<file path="src/rtl/alu_pkg.sv">
// Shared definitions for the ALU sequencer: opcodes, ALU selects, FSM states.
package alu_pkg;

  // Instruction opcodes (upper nibble of the instruction byte)
  localparam logic [3:0] OP_ADD = 4'h0;
  localparam logic [3:0] OP_SUB = 4'h1;
  localparam logic [3:0] OP_AND = 4'h2;
  localparam logic [3:0] OP_OR  = 4'h3;
  localparam logic [3:0] OP_MUL = 4'h4;
  localparam logic [3:0] OP_DIV = 4'h5;
  localparam logic [3:0] OP_LDI = 4'h6;
  localparam logic [3:0] OP_JMP = 4'h7;
  localparam logic [3:0] OP_JZ  = 4'h8;
  localparam logic [3:0] OP_HLT = 4'hF;

  // ALU operation selects
  localparam logic [2:0] SEL_ADD = 3'b000;
  localparam logic [2:0] SEL_SUB = 3'b001;
  localparam logic [2:0] SEL_AND = 3'b010;
  localparam logic [2:0] SEL_OR  = 3'b011;
  localparam logic [2:0] SEL_MUL = 3'b100;
  localparam logic [2:0] SEL_DIV = 3'b101;

  // Sequencer FSM states
  typedef enum logic [2:0] {
    ST_IDLE   = 3'd0,
    ST_FETCH  = 3'd1,
    ST_DECODE = 3'd2,
    ST_EXEC   = 3'd3,
    ST_WAIT   = 3'd4,
    ST_HALT   = 3'd5
  } state_t;

endpackage

</file>
<file path="src/rtl/alu_decode.sv">
// Combinational opcode decoder: maps an opcode nibble to ALU controls and class flags.
module alu_decode
  import alu_pkg::*;
(
  input  logic [3:0] opcode,
  output logic [2:0] op_select,
  output logic       sub,
  output logic       is_multicycle,
  output logic       is_ctrl
);

  // ALU opcodes get a select; everything else is a control/NOP opcode
  always_comb begin
    op_select     = SEL_ADD;
    sub           = 1'b0;
    is_multicycle = 1'b0;
    is_ctrl       = 1'b0;
    case (opcode)
      OP_ADD: op_select = SEL_ADD;
      OP_SUB: begin
        op_select = SEL_SUB;
        sub       = 1'b1;
      end
      OP_AND: op_select = SEL_AND;
      OP_OR:  op_select = SEL_OR;
      OP_MUL: begin
        op_select     = SEL_MUL;
        is_multicycle = 1'b1;
      end
      OP_DIV: begin
        op_select     = SEL_DIV;
        is_multicycle = 1'b1;
      end
      default: is_ctrl = 1'b1;
    endcase
  end

endmodule

</file>
<file path="src/rtl/alu_sequencer.sv">
// Top-level sequencer: fetches from program ROM, drives the ALU, owns acc/pc.
module alu_sequencer
  import alu_pkg::*;
#(
  parameter int DATA_W   = 8,
  parameter int PC_W     = 4,
  parameter int MAX_WAIT = 16
) (
  input  logic              clk,
  input  logic              reset,
  input  logic              run,
  output logic [PC_W-1:0]   imem_addr,
  input  logic [7:0]        imem_rdata,
  output logic [DATA_W-1:0] alu_a,
  output logic [DATA_W-1:0] alu_b,
  output logic [2:0]        alu_op_select,
  output logic              alu_sub,
  output logic              alu_start,
  input  logic              alu_done,
  input  logic [DATA_W-1:0] alu_result,
  output logic [DATA_W-1:0] acc,
  output logic [PC_W-1:0]   pc,
  output logic              halted,
  output logic              fault
);

  localparam int CNT_W = $clog2(MAX_WAIT + 1);

  state_t            state_reg;
  logic [PC_W-1:0]   pc_reg;
  logic [DATA_W-1:0] acc_reg;
  logic [7:0]        ir_reg;
  logic              start_reg;
  logic              halted_reg;
  logic              fault_reg;
  logic [CNT_W-1:0]  wait_cnt_reg;

  logic [2:0] ir_sel;
  logic       ir_sub;
  logic       ir_mc;
  logic       ir_ctrl;
  logic [3:0] rd_op;
  logic       launch;
  logic       div_by_zero;
  logic       alu_phase;

  alu_decode u_decode (
    .opcode        (ir_reg[7:4]),
    .op_select     (ir_sel),
    .sub           (ir_sub),
    .is_multicycle (ir_mc),
    .is_ctrl       (ir_ctrl)
  );

  // The start pulse is registered, so it is decided from the ROM word while still in DECODE
  assign rd_op       = imem_rdata[7:4];
  assign launch      = (rd_op == OP_MUL) || ((rd_op == OP_DIV) && (imem_rdata[3:0] != 4'h0));
  assign div_by_zero = (ir_reg[7:4] == OP_DIV) && (ir_reg[3:0] == 4'h0);
  assign alu_phase   = (state_reg == ST_EXEC) || (state_reg == ST_WAIT);

  assign imem_addr     = pc_reg;
  assign pc            = pc_reg;
  assign acc           = acc_reg;
  assign alu_a         = acc_reg;
  assign alu_b         = DATA_W'(ir_reg[3:0]);
  assign alu_op_select = alu_phase ? ir_sel : 3'b000;
  assign alu_sub       = alu_phase ? ir_sub : 1'b0;
  assign alu_start     = start_reg;
  assign halted        = halted_reg;
  assign fault         = fault_reg;

  // Sequencer FSM with all architectural registers
  always_ff @(posedge clk) begin
    if (reset) begin
      state_reg    <= ST_IDLE;
      pc_reg       <= '0;
      acc_reg      <= '0;
      ir_reg       <= '0;
      start_reg    <= 1'b0;
      halted_reg   <= 1'b0;
      fault_reg    <= 1'b0;
      wait_cnt_reg <= '0;
    end else begin
      start_reg <= 1'b0;
      case (state_reg)
        ST_IDLE: begin
          if (run) state_reg <= ST_FETCH;
        end
        ST_FETCH: state_reg <= ST_DECODE;
        ST_DECODE: begin
          ir_reg    <= imem_rdata;
          start_reg <= launch;
          state_reg <= ST_EXEC;
        end
        ST_EXEC: begin
          state_reg <= ST_FETCH;
          if (!ir_ctrl) begin
            if (!ir_mc) begin
              acc_reg <= alu_result;
              pc_reg  <= pc_reg + PC_W'(1);
            end else if (div_by_zero) begin
              acc_reg <= '1;
              pc_reg  <= pc_reg + PC_W'(1);
            end else begin
              wait_cnt_reg <= '0;
              state_reg    <= ST_WAIT;
            end
          end else begin
            case (ir_reg[7:4])
              OP_LDI: begin
                acc_reg <= DATA_W'(ir_reg[3:0]);
                pc_reg  <= pc_reg + PC_W'(1);
              end
              OP_JMP: pc_reg <= PC_W'(ir_reg[3:0]);
              OP_JZ: begin
                if (acc_reg == '0) pc_reg <= PC_W'(ir_reg[3:0]);
                else               pc_reg <= pc_reg + PC_W'(1);
              end
              OP_HLT: begin
                halted_reg <= 1'b1;
                state_reg  <= ST_HALT;
              end
              default: pc_reg <= pc_reg + PC_W'(1);
            endcase
          end
        end
        ST_WAIT: begin
          if (alu_done) begin
            acc_reg   <= alu_result;
            pc_reg    <= pc_reg + PC_W'(1);
            state_reg <= ST_FETCH;
          end else if (wait_cnt_reg == CNT_W'(MAX_WAIT - 1)) begin
            fault_reg  <= 1'b1;
            halted_reg <= 1'b1;
            state_reg  <= ST_HALT;
          end else begin
            wait_cnt_reg <= wait_cnt_reg + CNT_W'(1);
          end
        end
        ST_HALT: state_reg <= ST_HALT;
        default: state_reg <= ST_IDLE;
      endcase
    end
  end

endmodule

</file>
<file path="config.mk">
export PLATFORM = sky130hd
export DESIGN_NAME = alu_sequencer
export DESIGN_NICKNAME = d
export VERILOG_FILES = /design/src/rtl/alu_pkg.sv /design/src/rtl/alu_decode.sv /design/src/rtl/alu_sequencer.sv
export SDC_FILE = /design/constraint.sdc
export NUM_CORES = 1
export LEC_CHECK = 0
export CAP_MARGIN = 30
export CELL_PAD_IN_SITES_DETAIL_PLACEMENT = 1
export CELL_PAD_IN_SITES_GLOBAL_PLACEMENT = 2
export CORE_UTILIZATION = 26
export DETAILED_ROUTE_END_ITERATION = 8
export HOLD_SLACK_MARGIN = 0.15
export PLACE_DENSITY = 0.89
export SETUP_SLACK_MARGIN = 0.02
export SLEW_MARGIN = 20
export SYNTH_ARGS = -nofsm -noshare
export SYNTH_HDL_FRONTEND = slang
export SYNTH_SLANG_ARGS = --single-unit
</file>
<file path="constraint.sdc">
create_clock -name clk -period 2.4 [get_ports clk]
set_input_delay 0.48 -clock clk [delete_from_list [all_inputs] [get_ports clk]]
set_output_delay 0.48 -clock clk [all_outputs]
set_load 0.005 [all_outputs]
</file>
==> impl_metrics.prom <==
# TYPE chip_impl_metric gauge
chip_impl_metric{name="syn-instance-count",unit=""} 200
chip_impl_metric{name="power.sequential.fraction",unit="%"} 43.2
chip_impl_metric{name="hold-worst-slack",unit="ns"} 0.464
chip_impl_metric{name="grt_pass1_vias",unit=""} 1601
chip_impl_info{name="crit_type",value="reg2out"} 1
chip_impl_metric{name="synth-simple-area-share",unit="%"} 19.4
chip_impl_info{name="layout.cells.most_common",value="sky130_fd_sc_hd__clkdlybuf4s50_1"} 1
chip_impl_info{name="startpoint_type",value="register"} 1
chip_impl_metric{name="min_period",unit="ns"} 2.33
chip_impl_info{name="clockRootBuffer",value="sky130_fd_sc_hd__clkbuf_8"} 1
chip_impl_metric{name="final_max_slew_viol_count",unit=""} 0
chip_impl_metric{name="drt_pre_antenna_iters",unit=""} 8
chip_impl_metric{name="combPwrFrac",unit="%"} 21.7
chip_impl_metric{name="clock_latency",unit="ns"} 0.29
chip_impl_metric{name="irDropWorstVdd",unit="mV"} 0.246
chip_impl_metric{name="initial_core_utilization",unit="%"} 27.5
chip_impl_metric{name="clock_pin_slew_reported_for_the_worst_setup_and_hold_paths_after_clock_tree_synthesis",unit="ns"} 0.07
chip_impl_metric{name="max_slew.worst_pin.slew",unit="ns"} 0.652
chip_impl_metric{name="wire_per_inst",unit="um"} 15.4
chip_impl_info{name="min-delay-path-class",value="reg2reg"} 1
chip_impl_metric{name="max_cap_violations",unit=""} 0
chip_impl_info{name="yosysTopAreaCell",value="sky130_fd_sc_hd__dfxtp_1"} 1
chip_impl_info{name="synth_top_family_by_area",value="compound AO/OA/AOI/OAI gates"} 1
chip_impl_metric{name="postSynthAreaPerCell",unit="um2"} 8.92
chip_impl_metric{name="detailedPlace.worstSlack",unit="ns"} 0.251
chip_impl_metric{name="dieArea",unit="mm2"} 0.00720
chip_impl_info{name="mostFrequentLayoutCells",value="51 x sky130_fd_sc_hd__clkdlybuf4s50_1, 31 x sky130_fd_sc_hd__dfxtp_1, 21 x sky130_fd_sc_hd__a21oi_1"} 1
chip_impl_info{name="rsz0062_at_grt",value="no"} 1
chip_impl_metric{name="netSwitchingPower",unit="W"} 0.000378
chip_impl_metric{name="ys_warn_count",unit=""} 0
chip_impl_metric{name="post_route_setup_tns",unit="ns"} 0
chip_impl_metric{name="ys_async_sr_fraction",unit="%"} 0
chip_impl_metric{name="synth_sequential_area_ratio",unit="%"} 34.8
chip_impl_metric{name="worst_r2r_path_depth",unit=""} 5
chip_impl_metric{name="grt.overflow.total",unit=""} 0
chip_impl_metric{name="internal_reg_to_reg_setup_slack",unit="ns"} 0.18
chip_impl_metric{name="timing.critical_path.arrival",unit="ns"} 1.85
chip_impl_metric{name="number_of_i_o_pins",unit=""} 59
chip_impl_metric{name="gpl_congestion",unit=""} 0.766
chip_impl_metric{name="hold_path_depth",unit=""} 2
chip_impl_metric{name="final.period_utilization",unit="%"} 97.1
chip_impl_metric{name="post-synth-top-area-fraction",unit="%"} 34.8
chip_impl_metric{name="worst-path-max-fanout",unit=""} 2
chip_impl_metric{name="swShare",unit="%"} 28.4
chip_impl_metric{name="post_route_cells_drive_above_1_share",unit="%"} 13.0
chip_impl_info{name="r2r-end",value="acc[0]"} 1
chip_impl_metric{name="setup_viol_count_final",unit=""} 0
chip_impl_metric{name="cts_buffers",unit=""} 5
chip_impl_info{name="post_synth_main_area_contributors",value="sky130_fd_sc_hd__dfxtp_1 35%, sky130_fd_sc_hd__buf_4 9.3%, sky130_fd_sc_hd__a21oi_1 6.2%"} 1
chip_impl_metric{name="drt_iter0_drc",unit=""} 82
chip_impl_metric{name="cellInternalPower",unit="W"} 0.000954
chip_impl_metric{name="ys_types",unit=""} 50
chip_impl_metric{name="synth_edf_count",unit=""} 0
chip_impl_metric{name="postRouteAntennaNets",unit=""} 0
chip_impl_metric{name="placed_cell_area",unit="mm2"} 0.00230
chip_impl_metric{name="power.density",unit="mW/mm2"} 552
chip_impl_metric{name="synth.ff_latch_count",unit=""} 31
chip_impl_info{name="synth_flop_cell",value="sky130_fd_sc_hd__dfxtp_1"} 1
chip_impl_metric{name="insertedDiodeCount",unit=""} 0
chip_impl_metric{name="clk_buf_depth",unit=""} 2
chip_impl_metric{name="antenna_found_initial",unit=""} 0
chip_impl_info{name="min_delay_endpoint",value="halted"} 1
chip_impl_metric{name="io_buffers",unit=""} 54
chip_impl_metric{name="core_area",unit="mm2"} 0.00649
chip_impl_metric{name="die_x",unit="um"} 84.8
chip_impl_metric{name="yosys-mux-area-fraction",unit="%"} 6.94
chip_impl_metric{name="max-slew-margin-rel",unit="%"} 56.4
chip_impl_metric{name="cts_hold_repair.buffers",unit=""} 0
chip_impl_info{name="critical_path.endpoint_type",value="output port"} 1
chip_impl_metric{name="routed_wl",unit="mm"} 4.97
chip_impl_metric{name="synth.cell_area",unit="mm2"} 0.00178
chip_impl_info{name="failed_checks",value="design-rule violations"} 1
chip_impl_metric{name="gr-usage-all-layers",unit="%"} 14.2
chip_impl_metric{name="power.share.clock",unit="%"} 35.1
chip_impl_metric{name="grt_start_max_net_pins",unit=""} 14
chip_impl_info{name="hold_path.startpoint",value="halted"} 1
chip_impl_metric{name="post-dp-hpwl",unit="mm"} 3.71
chip_impl_metric{name="route.detailed.drc",unit=""} 4
chip_impl_metric{name="placement_rows",unit=""} 29
chip_impl_metric{name="num_vias",unit=""} 1624
chip_impl_metric{name="synth-adder-area-share",unit="%"} 2.10
chip_impl_info{name="outcome",value="finished with violations"} 1
chip_impl_info{name="rr_startpoint",value="ir_reg[0]"} 1
chip_impl_metric{name="timing_hold_violations_final",unit=""} 0
chip_impl_metric{name="post_synthesis_xor_xnor_area_fraction",unit="%"} 0.982
chip_impl_metric{name="global_route_wire_length_before_repair",unit="mm"} 7.97
chip_impl_metric{name="die_h",unit="um"} 84.8
chip_impl_metric{name="fin_ws",unit="ns"} 0.0707
chip_impl_metric{name="max_freq",unit="MHz"} 429
chip_impl_metric{name="worst_ep_required_time",unit="ns"} 1.92
chip_impl_info{name="tritoncts_clock_tree",value="built"} 1
chip_impl_metric{name="cts_sinks",unit=""} 31
chip_impl_metric{name="nets",unit=""} 268
chip_impl_metric{name="fin_worst_skew",unit="ns"} 0.00974
chip_impl_metric{name="compound_gate_fraction_of_synth_area",unit="%"} 21.7
chip_impl_metric{name="vias_per_cell",unit=""} 5.03
chip_impl_metric{name="layout.cell_area.non_filler",unit="mm2"} 0.00241
chip_impl_metric{name="area_added_between_synthesis_and_finish",unit="%"} 35.1
chip_impl_metric{name="cts-htree-levels",unit=""} 2
chip_impl_metric{name="reported_leakage_power",unit="nW"} 0.916
## critical path, cell delays in order, from the launching register on
cell and delay (ns):
sky130_fd_sc_hd__dfxtp_1 0.33, sky130_fd_sc_hd__or3b_4 0.39, sky130_fd_sc_hd__a21oi_2 0.17, sky130_fd_sc_hd__and3b_1 0.17, sky130_fd_sc_hd__clkdlybuf4s50_1 0.50
## cell families (layout without fill, tap and decap cells)
group	Yosys count	count (layout)
mux	12	12
buf+inv	36	79
xor+xnor	2	2
simple gates	64	64
flops	31	31
other cells	1	4
compound gates	51	51
fa+ha+maj	3	3
## how the worst max path moves through the flow
stage / slack [ns] / depth (start not counted) / end / from
5_1_grt: 0.02 / 4 / alu_op_select[1] / state_reg[2]
4_1_cts: 0.02 / 4 / alu_op_select[2] / state_reg[2]
3_3_place_gp: 0.27 / 5 / acc[1] / ir_reg[0]
2_1_floorplan: 0.59 / 6 / alu_sub / state_reg[0]
3_5_place_dp: 0.25 / 5 / acc[0] / ir_reg[0]
6_report: 0.07 / 4 / alu_op_select[1] / state_reg[2]
## power groups by stage
stage / combinational (W) / sequential, W / clock [W]
6_report: 0.000289 / 0.000575 / 0.000468
5_1_grt: 0.000312 / 0.000579 / 0.000506
4_1_cts: 0.000290 / 0.000574 / 0.000476
3_5_place_dp: 0.000288 / 0.000585 / 0
3_3_place_gp: 0.000283 / 0.000584 / 0
2_1_floorplan: 0.000184 / 0.000576 / 0
## metal layers
metal	vias up	track usage, %	wire, um
met5	-	0	0
met4	0	3.85	55
met3	6	3.11	236
met2	45	22.9	2280
met1	783	19.2	2400
li1	790	-	-
## cell usage after synthesis, types with 2 or more instances
| cell type | n |
|---|---|
| sky130_fd_sc_hd__nor3_1 | 2 |
| sky130_fd_sc_hd__nor4_1 | 5 |
| sky130_fd_sc_hd__nor2b_1 | 4 |
| sky130_fd_sc_hd__inv_1 | 4 |
| sky130_fd_sc_hd__ha_1 | 3 |
| sky130_fd_sc_hd__mux2_1 | 2 |
| sky130_fd_sc_hd__nor2_1 | 20 |
| sky130_fd_sc_hd__buf_4 | 22 |
| sky130_fd_sc_hd__o221ai_1 | 4 |
| sky130_fd_sc_hd__and3b_1 | 2 |
| sky130_fd_sc_hd__nand3b_1 | 3 |
| sky130_fd_sc_hd__mux2i_1 | 9 |
| sky130_fd_sc_hd__a22o_1 | 2 |
| sky130_fd_sc_hd__dfxtp_1 | 31 |
| sky130_fd_sc_hd__a21o_1 | 2 |
| sky130_fd_sc_hd__and3_1 | 2 |
| sky130_fd_sc_hd__o21ai_0 | 3 |
| sky130_fd_sc_hd__nand3_1 | 3 |
| sky130_fd_sc_hd__buf_6 | 4 |
| sky130_fd_sc_hd__clkbuf_1 | 5 |
| sky130_fd_sc_hd__nand2_1 | 12 |
| sky130_fd_sc_hd__a21oi_1 | 22 |
| sky130_fd_sc_hd__o211ai_1 | 5 |
| sky130_fd_sc_hd__a32o_1 | 3 |
## per-stage QoR
step / util (%) / power, W / cells
global placement: 35.4 / 0.000867 / 315
detailed placement: 35.4 / 0.000873 / 315
global route: 37.1 / 0.00140 / 323
CTS: 37.0 / 0.00134 / 323
floorplan: - / 0.000760 / 203
finish: 37.1 / 0.00133 / 323
## final cells by class
cell class	instances	area, um2
clock buffers	7	96.3
clock inverters	1	7.51
fillers	762	4080
inverters	4	15.0
multi-input cells	136	933
flip-flops and latches	31	621
well taps	77	96.3
repair buffers	67	642
## what timing repair did
action / in CTS / in global routing
endpoints found under the setup margin: 2 / 2
pin swaps: 1 / 2
buffers inserted: 0 / 0
gates resized for setup: 2 / 3
Note: power is estimated with default switching activity, not from simulation.
